===== src/rtl/johnson_counter_param.sv =====
// Parametrised Johnson (twisted-ring) counter: bidirectional stepping, validated
// parallel load, one-hot phase decode and registered wrap / load-error pulses.
module johnson_counter_param #(
   parameter int WIDTH = 4,
   parameter int IDXW  = $clog2(2 * WIDTH)
) (
   input  logic               clk,
   input  logic               clear,
   input  logic               enable,
   input  logic               dir,
   input  logic               load,
   input  logic [WIDTH-1:0]   load_val,
   output logic [WIDTH-1:0]   count,
   output logic [IDXW-1:0]    state_idx,
   output logic [2*WIDTH-1:0] phase,
   output logic               wrap,
   output logic               load_err
);

   localparam int              PERIOD   = 2 * WIDTH;
   localparam logic [IDXW-1:0] LAST_IDX = IDXW'(PERIOD - 1);
   localparam logic [IDXW-1:0] PERIOD_M = IDXW'(PERIOD);

   typedef enum logic [1:0] {
      OP_HOLD,
      OP_STEP,
      OP_LOAD,
      OP_REJECT
   } op_e;

   // Legal codes are thermometer patterns filled from bit 0, plus their complements.
   function automatic logic is_legal(input logic [WIDTH-1:0] v);
      logic [WIDTH-1:0] low_ones;
      logic             ok;
      low_ones = '0;
      ok       = 1'b0;
      for (int k = 0; k < WIDTH; k++) begin
         if (v == low_ones || v == ~low_ones) ok = 1'b1;
         low_ones = {low_ones[WIDTH-2:0], 1'b1};
      end
      return ok;
   endfunction

   // Popcount never exceeds WIDTH, which always fits in IDXW bits.
   function automatic logic [IDXW-1:0] popcount(input logic [WIDTH-1:0] v);
      logic [IDXW-1:0] n;
      n = '0;
      for (int i = 0; i < WIDTH; i++) n = n + IDXW'(v[i]);
      return n;
   endfunction

   op_e              op;
   logic [WIDTH-1:0] step_val;
   logic             step_wraps;
   logic [IDXW-1:0]  ones;

   // Position decode; modular IDXW arithmetic is exact because the result is < PERIOD.
   always_comb begin
      ones      = popcount(count);
      state_idx = count[WIDTH-1] ? (PERIOD_M - ones) : ones;
   end

   always_comb begin
      for (int i = 0; i < PERIOD; i++) phase[i] = (state_idx == IDXW'(i));
   end

   always_comb begin
      // NOTE: every signal gets a default first so no path can infer a latch.
      op = OP_HOLD;
      if (load)        op = is_legal(load_val) ? OP_LOAD : OP_REJECT;
      else if (enable) op = OP_STEP;
   end

   always_comb begin
      if (dir) begin
         step_val   = {~count[0], count[WIDTH-1:1]};
         step_wraps = (state_idx == '0);
      end else begin
         step_val   = {count[WIDTH-2:0], ~count[WIDTH-1]};
         step_wraps = (state_idx == LAST_IDX);
      end
   end

   // NOTE: state registers use non-blocking assignments so all flops see pre-edge values.
   always_ff @(posedge clk) begin
      if (clear) begin
         count    <= '0;
         wrap     <= 1'b0;
         load_err <= 1'b0;
      end else begin
         wrap     <= (op == OP_STEP) && step_wraps;
         load_err <= (op == OP_REJECT);
         unique case (op)
            OP_LOAD:   count <= load_val;
            OP_REJECT: count <= '0;
            OP_STEP:   count <= step_val;
            default:   count <= count;
         endcase
      end
   end

endmodule


===== config.mk =====
export PLATFORM = sky130hd
export DESIGN_NAME = johnson_counter_param
export DESIGN_NICKNAME = d
export VERILOG_FILES = /design/src/rtl/johnson_counter_param.sv
export SDC_FILE = /design/constraint.sdc
export NUM_CORES = 1
export LEC_CHECK = 0
export CORE_MARGIN = 2
export CORE_UTILIZATION = 40
export DETAILED_ROUTE_END_ITERATION = 7
export PLACE_DENSITY_LB_ADDON = 0.1
export SLEW_MARGIN = 15
export SYNTH_ARGS = -nofsm -noshare
export SYNTH_HDL_FRONTEND = slang
export SYNTH_SLANG_ARGS = --single-unit

===== constraint.sdc =====
create_clock -name clk -period 3 [get_ports clk]
set_clock_uncertainty 0.1 [all_clocks]
set_input_delay 0.6 -clock clk [delete_from_list [all_inputs] [get_ports clk]]
set_output_delay 0.6 -clock clk [all_outputs]
set_load 0.01 [all_outputs]

==> flow_summary.ini <==
[yosys]
avgSynthCellArea_sq_um = 7.89
synth_most_common_cell = nand2_1
synth-edff-count = 0
ys_warn_count = 0
syn_area_sq_um = 568
synth_nets = 84
synth_area_leader_cell = dfxtp_1
ys_seq_area_share_pct = 21.1
netlist_top_cells_count = 7 x nand2_1, 6 x dfxtp_1, 6 x nor2_1
ys_types = 32
ys_async_sr_fraction_pct = 0
synth_seq_cells = 6
synth_area_leaders = dfxtp_1 21%, mux2i_1 7.0%, nand2_1 4.6%
ys.flop_type = dfxtp_1
netlist.area_leader.share_pct = 21.1
syn_inst = 72

[route]
drt-total-wl_um = 1530
firstDrtPassIters = 4
vias = 642
drc = 0
avgRoutedWirePerCell_um = 12.7
ant_nets = 0
vias_per_cell = 5.35
drtIter0Drc = 8

[layout]
antenna_cells = 0
syn_to_final_growth_pct = 64.8
drive_gt1_share_pct = 31.4
nets = 119
fill_cells = 109
fin_util_pct = 71.0

[die]
row_count = 13
die_w_um = 41.7
io_pins = 26
die_h_um = 41.7
die-area_sq_um = 1740
initial_core_util_pct = 43.1
core_sq_um = 1320

[sta]
rsz0062_at_grt = yes
clock.fmax_mhz = 323
drv_slew = 0
setup_viol = 5
whs_ns = 0.656
worst_pin_slew_ns = 0.361
finalCritPeriodShare_pct = 103
finalHoldViolations = 0
timing.final.ws_setup_ns = -0.0939
slew_headroom_pct = 75.9
finalCriticalPeriod_ns = 3.09

[clock_tree]
htreeDepth = 1
ctsHoldBuffers = 0
clock_path_buffers = 2
cts_buffers = 3
clk_pin_slew_ns = 0.04
clock-sinks = 6
cts_tree = yes
clock_tree.root_cell = clkbuf_4
clkLatencyLatePin_ns = 0.25

[grt]
antenna_found_initial = 0
grt-busiest-layer = met2
gr-usage-all-layers_pct = 18.2
grt_max_degree = 13
use_met2_pct = 25.3
grt_pass1_vias = 547
grt_util_met3_pct = 5.22
gr-total-overflow = 0
use_met1_pct = 24.5
grt_pass1_wl_um = 2380

[critical_path]
cp-end-kind = primary output
worstPathRequired_ns = 2.30
crit_top_cell = buf_6
crit_arrival_ns = 2.39
cp-start-kind = register
crit_chain = fa_1, ha_4, nand2b_4, mux2i_1, a211o_1, buf_6, and3_4, buf_6
worst-setup-path-type = register to primary output
cp_max_fo = 3
slowest_stage = fa_1
cp_slowest_stage_delay_ns = 0.60

[power]
power_density_nw_per_um2 = 399
leakage_nw = 0.396
ir_worst_vdd_v = 0.000208

[hold_path]
hold_class = register to register

[placement]
hpwl_um = 1130
gp_congestion = 0.774
port-buffer-count = 25
post-place-ws_ns = -0.222

[job]
cap_violations = 0

[outcome]
status = complete, but fails checks
violations = negative setup slack
## critical path, delay by kind of cell (launching register included)
kind	cells	cell delay, ns
adders and majority gates	2	0.82
and+or+nand+nor	2	0.31
buffers and inverters	2	0.25
AOI/OAI and AO/OA	1	0.33
muxes	1	0.11
DFF	1	0.32
## power by group
part           switching, mW  internal (mW)
logic                 0.0984          0.109
clock network         0.0307         0.0453
registers            0.00398         0.0857
total                  0.133          0.240
## cell usage in the layout, fill, tap and decap left out, drive strengths merged, types with 4 or more instances in the layout
master,count
nor3,6
clkdlybuf4s50,16
buf,16
dfxtp,6
o21ai,4
nand2,7
a21oi,4
mux2i,4
nor2,6
## logic make-up (layout without fill, tap and decap cells)
group                    count (synthesis)  after routing  synth area share [%]
adder cells (fa/ha/maj)                  3              3                  7.93
multiplexers                             5              5                  9.03
XOR/XNOR                                 2              2                  5.73
buffers and inverters                    8             41                  5.95
AO/OA/AOI/OAI                           18             18                  20.5
flip-flops                               6              6                  21.1
AND/OR/NAND/NOR                         30             30                  29.7
## per-layer routing
layer  share of wire (%)  up-vias
met4                 2.3        0
met3                 4.8        5
met2                  44       20
li1                    -      330
met1                  49      287
met5                   0        -
## worst paths after layout
path | start | endpoint | slack [ns] | depth (start not counted)
max | count[1] | phase[3] | -0.09 | 8
min | count[0] | count[3] | 0.66 | 4
max reg2reg | count[1] | wrap | 0.99 | 7
min reg2reg | count[0] | count[3] | 0.66 | 4
## area by class of cell
type	instances	area [sq um]	area share [%]
multi-input combinational	58	447	47.7
timing repair buffer	35	312	33.3
sequential	6	123	13.1
clock buffer	3	22.5	2.41
tap	15	18.8	2.01
inverter	3	13.8	1.47
## through the flow
step	std cells	area [sq um]	total power, mW	setup TNS, ns
after global placement	115	875	0.282	-0.514
after detailed placement	115	875	0.284	-0.800
after CTS	120	901	0.358	-0.244
after floorplan	72	568	0.192	0
after global routing	120	936	0.397	-0.757
final	120	936	0.373	-0.292
## registers in the layout (all words and copies together), names as in the netlist
name      count
wrap          1
load_err      1
count         4
## timing repair
action,in CTS,in global routing
resized for setup,35,6
cloned,0,0
pin swaps,3,3
setup buffers,2,0
endpoints found under the setup margin,9,6
(Power assumes the default switching activity.)
